==> config.mk <==
export PLATFORM = sky130hd
export DESIGN_NAME = prog_loader_flat
export DESIGN_NICKNAME = d
export VERILOG_FILES = /design/src/rtl/prog_loader_pkg.sv /design/src/rtl/prog_loader_if.sv /design/src/rtl/prog_loader_instr_assembler.sv /design/src/rtl/prog_loader.sv /design/src/flat_wrapper.sv
export SDC_FILE = /design/constraint.sdc
export NUM_CORES = 1
export LEC_CHECK = 0
export BUFFER_PORTS_ARGS = -buffer_cell sky130_fd_sc_hd__buf_2
export CORE_MARGIN = 10
export CORE_UTILIZATION = 45
export CTS_CLUSTER_SIZE = 10
export DETAILED_ROUTE_END_ITERATION = 7
export HOLD_SLACK_MARGIN = 0.03
export PLACE_DENSITY = 0.67
export SLEW_MARGIN = 20
export SYNTH_ARGS = -nofsm -noshare
export SYNTH_HDL_FRONTEND = slang
export SYNTH_SLANG_ARGS = --single-unit
==> constraint.sdc <==
create_clock -name Clock -period 3.6 [get_ports Clock]
set_input_delay 0.54 -clock Clock [delete_from_list [all_inputs] [get_ports Clock]]
set_output_delay 0.54 -clock Clock [all_outputs]
set_load 0.05 [all_outputs]
==> src/rtl/prog_loader_pkg.sv <==
// Shared types and constants for the byte-stream program loader.
// Holds the loader state encoding and the byte width of the incoming stream.
package prog_loader_pkg;

   localparam int BYTE_W = 8;

   typedef enum logic [1:0] {
      IDLE  = 2'd0,
      LOAD  = 2'd1,
      CHECK = 2'd2,
      DONE  = 2'd3
   } state_t;

endpackage

==> src/rtl/prog_loader_if.sv <==
// Loader-facing bus: control, byte-stream handshake and program-memory write port.
// The master modport drives the stream; the slave modport is the loader itself.
interface prog_loader_if
   import prog_loader_pkg::*;
#(
   parameter int p_size = 6,
   parameter int i_size = 24
);

   logic              start;
   logic [p_size:0]   n_instr;
   logic [BYTE_W-1:0] rx_data;
   logic              rx_valid;
   logic              rx_ready;
   logic              wr_en;
   logic [p_size-1:0] wr_addr;
   logic [i_size-1:0] wr_data;
   logic              cpu_hold;
   logic              done;
   logic              err;

   modport master (
      output start, n_instr, rx_data, rx_valid,
      input  rx_ready, wr_en, wr_addr, wr_data, cpu_hold, done, err
   );

   modport slave (
      input  start, n_instr, rx_data, rx_valid,
      output rx_ready, wr_en, wr_addr, wr_data, cpu_hold, done, err
   );

endinterface

==> src/rtl/prog_loader_instr_assembler.sv <==
// Packs accepted bytes MSB-first into one instruction word; flags the cycle
// in which the final byte of a word is accepted, with the full word alongside.
module instr_assembler
   import prog_loader_pkg::*;
#(
   parameter int i_size = 24
) (
   input  logic              Clock,
   input  logic              Reset,
   input  logic              clear,
   input  logic              byte_valid,
   input  logic [BYTE_W-1:0] byte_in,
   output logic              word_done,
   output logic [i_size-1:0] word
);

   localparam int B  = i_size / BYTE_W;
   localparam int CW = $clog2(B + 1);
   localparam logic [CW-1:0] LAST = CW'(B - 1);

   logic [CW-1:0]     cnt;
   logic [i_size-1:0] shreg;

   // NOTE: every output of a combinational block is assigned on every path, so no latch is inferred.
   always_comb begin
      word      = (shreg << BYTE_W) | i_size'(byte_in);
      word_done = byte_valid && (cnt == LAST);
   end

   // NOTE: the shift register is reset with the counter so an aborted load leaves no stale byte behind.
   always_ff @(posedge Clock or posedge Reset) begin
      if (Reset) begin
         cnt   <= '0;
         shreg <= '0;
      end else if (clear) begin
         cnt   <= '0;
      end else if (byte_valid) begin
         shreg <= word;
         cnt   <= word_done ? '0 : cnt + CW'(1);
      end
   end

endmodule

==> src/rtl/prog_loader.sv <==
// Program loader top: FSM, instruction index, output registers and optional
// XOR checksum of the byte stream (enabled by defining PROG_LOADER_CHECKSUM_EN).
module prog_loader
   import prog_loader_pkg::*;
#(
   parameter int p_size  = 6,
   parameter int i_size  = 24,
   parameter int p_depth = 16
) (
   input logic          Clock,
   input logic          Reset,
   prog_loader_if.slave bus
);

   localparam logic [p_size:0] DEPTH = (p_size + 1)'(p_depth);
   localparam logic [p_size:0] ONE   = (p_size + 1)'(1);

   state_t            state;
   logic [p_size:0]   index;
   logic [p_size:0]   target;
   logic [p_size:0]   n_sat;
   logic              rx_ready_q;
   logic              cpu_hold_q;
   logic              done_q;
   logic              wr_en_q;
   logic [p_size-1:0] wr_addr_q;
   logic [i_size-1:0] wr_data_q;
   logic              accept;
   logic              byte_valid;
   logic              word_done;
   logic [i_size-1:0] word;

`ifdef PROG_LOADER_CHECKSUM_EN
   logic [BYTE_W-1:0] acc;
   logic              err_q;
`endif

   assign n_sat      = (bus.n_instr > DEPTH) ? DEPTH : bus.n_instr;
   assign accept     = bus.rx_valid && rx_ready_q;
   // A byte arriving together with start is dropped, never assembled.
   assign byte_valid = accept && !bus.start && (state == LOAD);

   instr_assembler #(.i_size(i_size)) u_asm (
      .Clock     (Clock),
      .Reset     (Reset),
      .clear     (bus.start),
      .byte_valid(byte_valid),
      .byte_in   (bus.rx_data),
      .word_done (word_done),
      .word      (word)
   );

   // NOTE: state registers use non-blocking assignments so every register samples pre-edge values.
   always_ff @(posedge Clock or posedge Reset) begin
      if (Reset) begin
         state      <= IDLE;
         index      <= '0;
         target     <= '0;
         rx_ready_q <= 1'b0;
         cpu_hold_q <= 1'b0;
         done_q     <= 1'b0;
         wr_en_q    <= 1'b0;
         wr_addr_q  <= '0;
         wr_data_q  <= '0;
`ifdef PROG_LOADER_CHECKSUM_EN
         acc        <= '0;
         err_q      <= 1'b0;
`endif
      end else begin
         wr_en_q <= 1'b0;
         if (bus.start) begin
            index  <= '0;
            target <= n_sat;
            done_q <= 1'b0;
`ifdef PROG_LOADER_CHECKSUM_EN
            acc    <= '0;
            err_q  <= 1'b0;
`endif
            if (n_sat == '0) begin
               state      <= DONE;
               done_q     <= 1'b1;
               rx_ready_q <= 1'b0;
               cpu_hold_q <= 1'b0;
            end else begin
               state      <= LOAD;
               rx_ready_q <= 1'b1;
               cpu_hold_q <= 1'b1;
            end
         end else begin
            case (state)
               LOAD: begin
                  if (byte_valid) begin
`ifdef PROG_LOADER_CHECKSUM_EN
                     acc <= acc ^ bus.rx_data;
`endif
                     if (word_done) begin
                        wr_en_q   <= 1'b1;
                        wr_addr_q <= index[p_size-1:0];
                        wr_data_q <= word;
                        index     <= index + ONE;
                        if ((index + ONE) == target) begin
`ifdef PROG_LOADER_CHECKSUM_EN
                           state      <= CHECK;
`else
                           state      <= DONE;
                           done_q     <= 1'b1;
                           rx_ready_q <= 1'b0;
                           cpu_hold_q <= 1'b0;
`endif
                        end
                     end
                  end
               end
`ifdef PROG_LOADER_CHECKSUM_EN
               CHECK: begin
                  if (accept) begin
                     err_q      <= (bus.rx_data != acc);
                     done_q     <= 1'b1;
                     state      <= DONE;
                     rx_ready_q <= 1'b0;
                     cpu_hold_q <= 1'b0;
                  end
               end
`endif
               default: ;
            endcase
         end
      end
   end

   assign bus.rx_ready = rx_ready_q;
   assign bus.cpu_hold = cpu_hold_q;
   assign bus.done     = done_q;
   assign bus.wr_en    = wr_en_q;
   assign bus.wr_addr  = wr_addr_q;
   assign bus.wr_data  = wr_data_q;
`ifdef PROG_LOADER_CHECKSUM_EN
   assign bus.err      = err_q;
`else
   assign bus.err      = 1'b0;
`endif

endmodule

==> src/flat_wrapper.sv <==
// flat-port wrapper written by rule: the top's interface ports become plain ports
module prog_loader_flat import prog_loader_pkg::*;
#(
   parameter int p_size  = 6,
   parameter int i_size  = 24,
   parameter int p_depth = 16
)
  (Clock, Reset, bus_start, bus_n_instr, bus_rx_data, bus_rx_valid, bus_rx_ready, bus_wr_en, bus_wr_addr, bus_wr_data, bus_cpu_hold, bus_done, bus_err);
  prog_loader_if #(.p_size(p_size), .i_size(i_size)) bus_i ();
  input logic Clock;
  input logic Reset;
  input wire logic [$bits(bus_i.start)-1:0] bus_start;
  input wire logic [$bits(bus_i.n_instr)-1:0] bus_n_instr;
  input wire logic [$bits(bus_i.rx_data)-1:0] bus_rx_data;
  input wire logic [$bits(bus_i.rx_valid)-1:0] bus_rx_valid;
  output wire logic [$bits(bus_i.rx_ready)-1:0] bus_rx_ready;
  output wire logic [$bits(bus_i.wr_en)-1:0] bus_wr_en;
  output wire logic [$bits(bus_i.wr_addr)-1:0] bus_wr_addr;
  output wire logic [$bits(bus_i.wr_data)-1:0] bus_wr_data;
  output wire logic [$bits(bus_i.cpu_hold)-1:0] bus_cpu_hold;
  output wire logic [$bits(bus_i.done)-1:0] bus_done;
  output wire logic [$bits(bus_i.err)-1:0] bus_err;
  assign bus_i.start = bus_start;
  assign bus_i.n_instr = bus_n_instr;
  assign bus_i.rx_data = bus_rx_data;
  assign bus_i.rx_valid = bus_rx_valid;
  assign bus_rx_ready = bus_i.rx_ready;
  assign bus_wr_en = bus_i.wr_en;
  assign bus_wr_addr = bus_i.wr_addr;
  assign bus_wr_data = bus_i.wr_data;
  assign bus_cpu_hold = bus_i.cpu_hold;
  assign bus_done = bus_i.done;
  assign bus_err = bus_i.err;
  prog_loader #(.p_size(p_size), .i_size(i_size), .p_depth(p_depth)) u_core (.Clock(Clock), .Reset(Reset), .bus(bus_i));
endmodule
==> impl_metrics.py, run 1 <==
metrics = {
    "run_status": {
        "outcome": "completed",
    },
    "clock_tree": {
        "tritoncts": "built",
        "cts_made_buffers": 9,
        "htree_levels": 3,
        "clk_pin_slew_ns": 0.07,
        "post_cts_buffers": 0,
        "clock-sinks": 66,
        "cts_resized": 0,
        "cts_root_buffer": "clkbuf_8",
        "clock_path_buffers": 2,
        "clock_latency_ns": 0.35,
        "cts_hold_buf": 0,
    },
    "grt": {
        "grt_pass1_wl_um": 9740,
        "grt_use_met1_pct": 16.1,
        "grt_pass1_vias": 2011,
        "antenna_found_initial": 0,
        "grt_max_degree": 52,
        "met2_usage_pct": 17.7,
        "top_usage_layer": "met2",
        "gr-usage-met3_pct": 3.74,
        "gr-total-overflow": 0,
        "grtUsageTotal_pct": 12.5,
    },
    "timing": {
        "tightest_slew_ns": 0.855,
        "period_needed_ns": 2.12,
        "max_freq_mhz": 472,
        "setup_tns_ns": 0,
        "worst_slack_ns": 1.48,
        "maxSlewViolCount": 0,
        "setup_viol": 0,
        "finClkSkew_ns": 0.00741,
        "rsz0062_at_grt": "false",
        "slew_headroom_pct": 42.8,
        "hold_viol": 0,
        "fin_crit_sh_pct": 58.8,
    },
    "flow_run": {
        "drv_cap": 0,
    },
    "routing": {
        "wl_per_cell_um": 14.2,
        "num_vias": 1992,
        "drc": 0,
        "drt-initial-drc-count": 48,
        "ant_nets": 0,
        "wirelength_um": 5630,
        "vias_per_cell": 5.02,
        "drt_pass1_iterations": 4,
    },
    "yosys": {
        "ys_ff_latch": 66,
        "netlist_area_um2": 2730,
        "synthXorXnorAreaFrac_pct": 2.57,
        "ys.warnings.count": 0,
        "synth-simple-area-share_pct": 20.2,
        "synth-main-ff-cell": "dfrtp_1",
        "avgSynthCellArea_um2": 10.4,
        "postSynthNetCount": 283,
        "synth_adder_area_share_pct": 0.459,
        "synthMuxAreaShare_pct": 6.97,
        "ys_seq_area_share_pct": 60.5,
        "synth_edf_count": 0,
        "ys_async_sr_fraction_pct": 100,
        "synth_cell_types": 39,
        "synth_compound_area_share_pct": 6.33,
        "synth_top_family_by_area": "simple AND/OR/NAND/NOR gates",
        "synth_cells": 263,
    },
    "cells_and_area": {
        "drive_above_1_share_pct": 28.6,
        "final_common_cell": "nand2_1",
        "n_antenna_cell": 0,
        "syn2layout_area_growth_pct": 18.8,
        "design_area_um2": 3240,
        "fill_cells": 528,
        "mostFrequentLayoutCells": "nand2_1 (97), dfrtp_1 (66), buf_2 (52)",
        "fin_nets": 337,
    },
    "place": {
        "pre_cts_ws_ns": 1.32,
        "dpl_cell_area_um2": 3050,
        "dp.final_hpwl_um": 4030,
        "gp_congestion": 0.862,
        "io_buffers": 52,
    },
    "power": {
        "p_per_area_nw_per_um2": 560,
        "peakVddDrop_mv": 0.331,
        "p_total_uw": 1810,
        "power.static_leakage_uw": 0.00173,
    },
    "critical_path": {
        "cp-end-kind": "flip-flop",
        "cp.required_ns": 3.82,
        "crit_fanout": 8,
        "critical_path_arrival_ns": 2.34,
        "startpoint_type": "flip-flop",
        "critical_path_class": "reg2reg",
        "path_cells": "ha_1 -> and3_1 -> o21ai_1 -> or4_4 -> o41ai_2 -> nor2_1",
        "crit_path_top_delay_cell": "or4_4",
        "cp_slowest_stage_delay_ns": 0.51,
    },
    "die": {
        "die_h_um": 97.9,
        "dieArea_um2": 9580,
        "start_util_pct": 46.1,
        "fp.dieW_um": 97.9,
        "rows": 28,
        "core_um2": 5920,
        "io_pins": 54,
    },
    "min_path": {
        "hold_path.class": "in2async",
    },
}
[cell families (layout without fill, tap and decap cells)]
group,Yosys count,in the layout
other,1,1
adder cells (fa/ha/maj),1,1
XOR/XNOR,8,8
AO/OA/AOI/OAI,25,25
flip-flops,66,66
multiplexers,17,17
AND/OR/NAND/NOR,128,128
buffers and inverters,17,76
[synthesized netlist by cell type, types with 2 or more instances]
cell type   n  area share, %
nand2_1    97             13
dfrtp_1    66             61
mux2_2     16            6.6
nor2_1      7           0.96
o21ai_0     6            1.1
xnor2_1     6            1.9
a21oi_1     5           0.92
clkbuf_1    5           0.69
nand2b_1    5            1.1
a22o_1      4            1.3
nand3_1     4           0.73
buf_4       3           0.83
inv_1       3           0.41
nor2b_1     3           0.69
o31ai_1     3           0.83
a21o_1      2           0.55
and3_1      2           0.46
buf_1       2           0.28
buf_2       2           0.37
nor4_1      2           0.46
xor2_1      2           0.64
[final timing paths]
path                       slack [ns]  cells past startpoint                   from                      to
setup / recovery                 1.48                      6        u_core.index[0]     u_core.bus.cpu_hold
hold / removal                   0.15                      2                  Reset         u_core.index[3]
setup reg to reg                 1.48                      6        u_core.index[0]     u_core.bus.cpu_hold
hold reg to reg                  0.47                      2  u_core.u_asm.shreg[8]  u_core.bus.wr_data[16]
max in group asynchronous        2.51                      3                  Reset     u_core.bus.cpu_hold
min in group Clock               0.40                      3         bus_rx_data[4]   u_core.bus.wr_data[4]
[stage by stage]
| stage | utilization (%) | hold WS [ns] | instances |
|---|---|---|---|
| final | 54.7 | 0.151 | 397 |
| after detailed placement | 51.5 | 0.453 | 381 |
| after floorplan | - | 0.432 | 263 |
| after global routing | 54.7 | 0.169 | 397 |
| after CTS | 54.7 | 0.153 | 397 |
| after global placement | 51.5 | 0.446 | 381 |
[layer usage]
metal | vias to the layer above | wire (µm) | share of wire, %
met5 | - | 0 | 0
met4 | 0 | 149 | 2.6
met3 | 11 | 268 | 4.8
met2 | 49 | 2460 | 44
met1 | 961 | 2740 | 49
li1 | 971 | - | -
[final cells by class]
cell class | instances | area [µm²] | share of cell area, %
Sequential cell | 66 | 1650 | 51.0
Multi-Input combinational cell | 180 | 1000 | 30.8
Timing Repair Buffer | 55 | 283 | 8.73
Clock buffer | 9 | 124 | 3.82
Tap cell | 75 | 93.8 | 2.90
Clock inverter | 7 | 70.1 | 2.16
Inverter | 5 | 18.8 | 0.579
[flip-flops by register name, summed over array words and instances, names as in the netlist]
signal and cells:
u_core.index 7, u_core.state 2, u_core.u_asm.shreg 16, u_core.target 7
u_core.bus.cpu_hold 1, u_core.bus.wr_data 24, u_core.bus.wr_addr 6, u_core.bus.wr_en 1
u_core.u_asm.cnt 2
[critical path: cells and delay by family, from the launching register on]
| family | cells | cell delay, ns |
|---|---|---|
| flops | 1 | 0.49 |
| fa+ha+maj | 1 | 0.32 |
| compound gates | 2 | 0.38 |
| simple gates | 3 | 0.81 |
[power breakdown]
group	internal [µW]	switching, µW
Clock	318	291
Combinational	92.4	239
Sequential	826	47.4
Total	1240	578
Note: power is estimated with default switching activity, not from simulation.
==> inputs of run 2 (changes only) <==
- clock period: 3.6 -> 2.1 ns (I/O delays scaled with it)
==> run 2 against run 1 <==
Effect of this change: total power up 86%; sequential share of layout area down 1.6 points; clock skew grew 0.0011 ns; wire length decreased by 0.53%; clock power rose by 110%; sequential power is 71% higher; combinational power increased by 74%; maximum frequency grew 7.4%; global-route usage shrank 0.18 points; first-iteration DRC count increased by 150%; worst hold slack worse by 0.12 ns.
==> impl_metrics.py, run 2 (synthesized netlist as in run 1, its figures left out) <==
metrics = {
    "die": {
        "start_util_pct": 46.1,
        "rows": 28,
        "die_h_um": 97.9,
        "dieArea_um2": 9580,
        "io_pins": 54,
        "fp.dieW_um": 97.9,
        "core_um2": 5920,
    },
    "clock_tree": {
        "cts_hold_buf": 0,
        "cts_made_buffers": 9,
        "clock_latency_ns": 0.34,
        "tritoncts": "built",
        "cts_root_buffer": "clkbuf_8",
        "clk_pin_slew_ns": 0.07,
        "clock-sinks": 66,
        "htree_levels": 3,
        "clock_path_buffers": 2,
        "post_cts_buffers": 0,
    },
    "timing": {
        "finClkSkew_ns": 0.00851,
        "hold_ws_ns": 0.0336,
        "setup_tns_ns": 0,
        "maxSlewViolCount": 0,
        "period_needed_ns": 1.97,
        "hold_viol": 0,
        "max_freq_mhz": 507,
        "rsz0062_at_grt": "false",
        "setup_viol": 0,
        "fin_crit_sh_pct": 93.9,
    },
    "cells_and_area": {
        "multiInputGateArea_um2": 1000,
        "largest_register_ffs": 24,
        "final_common_cell": "nand2_1",
        "mostFrequentLayoutCells": "nand2_1 (97), dfrtp_1 (66), buf_2 (52)",
        "fin_nets": 342,
        "seqCellArea_um2": 1650,
        "instances_no_fill": 402,
        "fill_cells": 524,
        "n_antenna_cell": 0,
        "syn2layout_area_growth_pct": 22.7,
        "drive_above_1_share_pct": 29.7,
    },
    "power": {
        "seqPwrFrac_pct": 44.2,
        "clkPwrFrac_pct": 38.6,
        "p_sw_uw": 996,
        "switching_share_pct": 29.5,
        "peakVddDrop_mv": 0.457,
        "power.static_leakage_uw": 0.00178,
        "p_per_area_nw_per_um2": 1010,
        "internal_power_uw": 2380,
        "power_frac_comb_pct": 17.1,
    },
    "critical_path": {
        "r2r_start": "u_core.index[1]",
        "regToRegSetupSlack_ns": 0.13,
        "cp.required_ns": 2.31,
        "critical_path_class": "reg2reg",
        "worstSetupEndpoint": "u_core.bus.cpu_hold",
        "cp-end-kind": "flip-flop",
        "reg2reg_to": "u_core.bus.cpu_hold",
        "crit_start": "u_core.index[1]",
        "crit_fanout": 6,
        "critical_path_arrival_ns": 2.19,
        "reg2reg_depth": 6,
        "startpoint_type": "flip-flop",
    },
    "routing": {
        "drc": 0,
        "drt_pass1_iterations": 4,
        "ant_nets": 0,
        "vias_per_cell": 4.91,
        "wirelength_um": 5600,
        "num_vias": 1974,
        "drt-initial-drc-count": 118,
        "wl_per_cell_um": 13.9,
    },
    "place": {
        "gp_congestion": 0.871,
        "place_inst": 386,
        "io_buffers": 52,
        "dp.final_hpwl_um": 3850,
    },
    "grt": {
        "grt_pass1_wl_um": 9630,
        "grt_max_degree": 67,
        "grtUsageTotal_pct": 12.3,
        "grt_pass1_vias": 1963,
        "gr-total-overflow": 0,
        "antenna_found_initial": 0,
    },
    "run_status": {
        "outcome": "completed",
    },
    "flow_run": {
        "drv_cap": 0,
    },
    "min_path": {
        "hold_path.class": "in2async",
    },
}
## run 2: worst min path at each step
| stage | endpoint | slack, ns | cells past startpoint |
|---|---|---|---|
| 3_5_place_dp | u_core.bus.wr_data[23] | 0.41 | 3 |
| 3_3_place_gp | u_core.bus.wr_data[7] | 0.41 | 3 |
| 6_report | u_core.bus.wr_data[23] | 0.03 | 3 |
| 5_1_grt | u_core.bus.wr_data[18] | 0.05 | 3 |
| 4_1_cts | u_core.bus.wr_data[18] | 0.04 | 3 |
| 2_1_floorplan | u_core.bus.wr_data[0] | 0.42 | 2 |
## run 2: metal layers
layer	up-vias	GRT usage, %	share of wire (%)
li1	979	-	-
met2	47	17.4	44
met1	941	16.2	49
met3	7	3.59	4.6
met5	-	0	0
met4	0	7.38	1.7
## run 2: power groups by stage
stage	logic, µW	registers, µW	clock network (µW)
floorplan	177	1770	0
detailed placement	588	1520	0
finish	578	1490	1300
global route	626	1510	1390
global placement	579	1510	0
CTS	589	1490	1330
## run 2: through the flow
| step | util [%] | total power [µW] | instance area, µm² | setup slack, ns |
|---|---|---|---|---|
| finish | 56.6 | 3370 | 3350 | 0.128 |
| global route | 56.6 | 3530 | 3350 | 0.0133 |
| CTS | 56.5 | 3410 | 3340 | 0.125 |
| detailed placement | 52.3 | 2110 | 3100 | 0.128 |
| global placement | 52.3 | 2090 | 3100 | 0.190 |
| floorplan | - | 1950 | 2730 | 0.130 |
## run 2: cell type report
class / count / share of cell area (%)
Timing Repair Buffer: 60 / 10.1
Inverter: 5 / 0.561
Tap cell: 75 / 2.80
Clock inverter: 7 / 3.70
Clock buffer: 9 / 3.70
Sequential cell: 66 / 49.3
Multi-Input combinational cell: 180 / 29.9
## run 2: critical path: stages, from the launching register on
cell	delay, ns
dfrtp_1	0.44
ha_1	0.28
and3_1	0.22
o21ai_1	0.08
or4_4	0.51
o41ai_2	0.26
nor2_1	0.07
## run 2: repair_timing
item / CTS / global route
gates resized for setup: 0 / 1
endpoints found under the hold margin: 0 / 0
endpoints found under the setup margin: 0 / 1
==> inputs of run 3 (changes only) <==
- PLACE_DENSITY: 0.67 -> 0.68
- SKIP_CTS_REPAIR_TIMING: unset -> 1
==> run 3 against run 2 <==
Effect of this change: cell area decreased by 2.0%; total power shrank 11%; combinational power about the same; via count increased by 0.96%; critical path depth stayed put; global-route usage fell by 0.067 points; sequential share of layout area rose by 1.0 points; non-clock buffer count increased by 2; clock power fell by 29%; sequential power is essentially flat; critical endpoint unchanged; highest routed layer unchanged.
==> impl_metrics.py, run 3 (synthesized netlist as in run 1, its figures left out) <==
metrics = {
    "cells_and_area": {
        "final_common_cell": "nand2_1",
        "drive_above_1_share_pct": 30.1,
        "mostFrequentLayoutCells": "nand2_1 (97), dfrtp_1 (66), buf_2 (52)",
        "n_antenna_cell": 0,
        "fill_cells": 554,
        "largest_register_ffs": 24,
        "finish.utilization_pct": 55.4,
        "fin_nets": 344,
        "syn2layout_area_growth_pct": 20.2,
    },
    "routing": {
        "wl_per_cell_um": 14.2,
        "drc": 0,
        "ant_nets": 0,
        "vias_per_cell": 4.93,
        "num_vias": 1993,
        "wirelength_um": 5730,
        "drt_pass1_iterations": 4,
        "drt-initial-drc-count": 99,
    },
    "timing": {
        "finClkSkew_ns": 0.00573,
        "slew_headroom_pct": 65.7,
        "tightest_slew_ns": 0.514,
        "hold_viol": 0,
        "setup_tns_ns": 0,
        "setup_viol": 0,
        "worst_slack_ns": 0.164,
        "period_needed_ns": 1.94,
        "fin_crit_sh_pct": 92.2,
        "rsz0062_at_grt": "false",
        "max_freq_mhz": 517,
        "maxSlewViolCount": 0,
    },
    "grt": {
        "grt_max_degree": 39,
        "gr-total-overflow": 0,
        "grt_pass1_vias": 2006,
        "grtUsageTotal_pct": 12.2,
        "grt_pass1_wl_um": 9670,
        "antenna_found_initial": 0,
    },
    "power": {
        "power.static_leakage_uw": 0.00176,
        "p_total_uw": 2990,
        "clkPwrFrac_pct": 30.7,
        "switching_share_pct": 32.9,
        "seqPwrFrac_pct": 49.9,
        "internal_power_uw": 2010,
        "power_frac_comb_pct": 19.4,
        "p_sw_uw": 982,
        "p_per_area_nw_per_um2": 911,
        "peakVddDrop_mv": 0.425,
    },
    "die": {
        "die_h_um": 97.9,
        "start_util_pct": 46.1,
        "dieArea_um2": 9580,
        "core_um2": 5920,
        "rows": 28,
        "fp.dieW_um": 97.9,
        "io_pins": 54,
    },
    "critical_path": {
        "startpoint_type": "flip-flop",
        "cp-end-kind": "flip-flop",
        "path_cells": "ha_1 -> and3_1 -> o21ai_1 -> or4_4 -> o41ai_2 -> nor2_1",
        "critical_path_arrival_ns": 2.15,
        "critical_path_class": "reg2reg",
        "cp_slowest_stage_delay_ns": 0.51,
        "cp.required_ns": 2.32,
        "path_buf_inv": 0,
        "cp_top_family": "simple AND/OR/NAND/NOR gates",
        "crit_path_top_delay_cell": "or4_4",
        "crit_fanout": 6,
    },
    "clock_tree": {
        "clock-sinks": 66,
        "cts_root_buffer": "clkbuf_8",
        "htree_levels": 3,
        "clk_pin_slew_ns": 0.07,
        "cts_made_buffers": 9,
        "clock_path_buffers": 2,
        "clock_latency_ns": 0.34,
        "tritoncts": "built",
    },
    "place": {
        "io_buffers": 52,
        "dp.final_hpwl_um": 4050,
        "gp_congestion": 0.911,
        "pre_cts_ws_ns": 0.185,
    },
    "min_path": {
        "hold_path.class": "in2async",
    },
    "run_status": {
        "outcome": "completed",
    },
    "flow_run": {
        "drv_cap": 0,
    },
}
==> run 3: area by class of cell <==
cell class | count | area, µm² | area share (%)
timing repair buffer | 62 | 348 | 10.6
inverter | 5 | 18.8 | 0.572
tap | 75 | 93.8 | 2.86
clock buffer | 9 | 124 | 3.78
multi-input combinational | 180 | 1000 | 30.5
sequential | 66 | 1650 | 50.3
clock inverter | 7 | 45.0 | 1.37
==> run 3: power by group through the flow <==
stage | Clock [µW] | Sequential [µW] | Combinational (µW)
6_report | 917 | 1490 | 580
4_1_cts | 946 | 1490 | 592
2_1_floorplan | 0 | 1770 | 177
5_1_grt | 1000 | 1510 | 631
3_5_place_dp | 0 | 1520 | 591
3_3_place_gp | 0 | 1510 | 582
==> run 3: metal layers <==
metal  vias up  track usage, %  wire length (µm)
li1        982               -                 -
met1       947            15.6              2680
met2        52            18.1              2610
met3        12            3.31               297
met4         0            7.38               140
met5         -               0                 0
==> run 3: worst paths after layout <==
check,startpoint,endpoint,slack [ns],depth (start not counted)
max in group asynchronous,Reset,u_core.bus.wr_data[17],1.51,3
min reg2reg,u_core.u_asm.shreg[11],u_core.bus.wr_data[19],0.46,2
max,u_core.index[0],u_core.bus.cpu_hold,0.16,6
max reg2reg,u_core.index[0],u_core.bus.cpu_hold,0.16,6
min,Reset,u_core.index[3],0.006,2
min in group Clock,bus_rx_data[5],u_core.bus.wr_data[5],0.18,3
==> run 3: through the flow <==
step                      hold slack [ns]  cell area [µm²]  cells
final                             0.00595             3280    404
after global routing               0.0382             3280    404
after CTS                          0.0117             3280    404
after detailed placement            0.381             3110    388
after global placement              0.377             3110    388
after floorplan                     0.420             2730    263
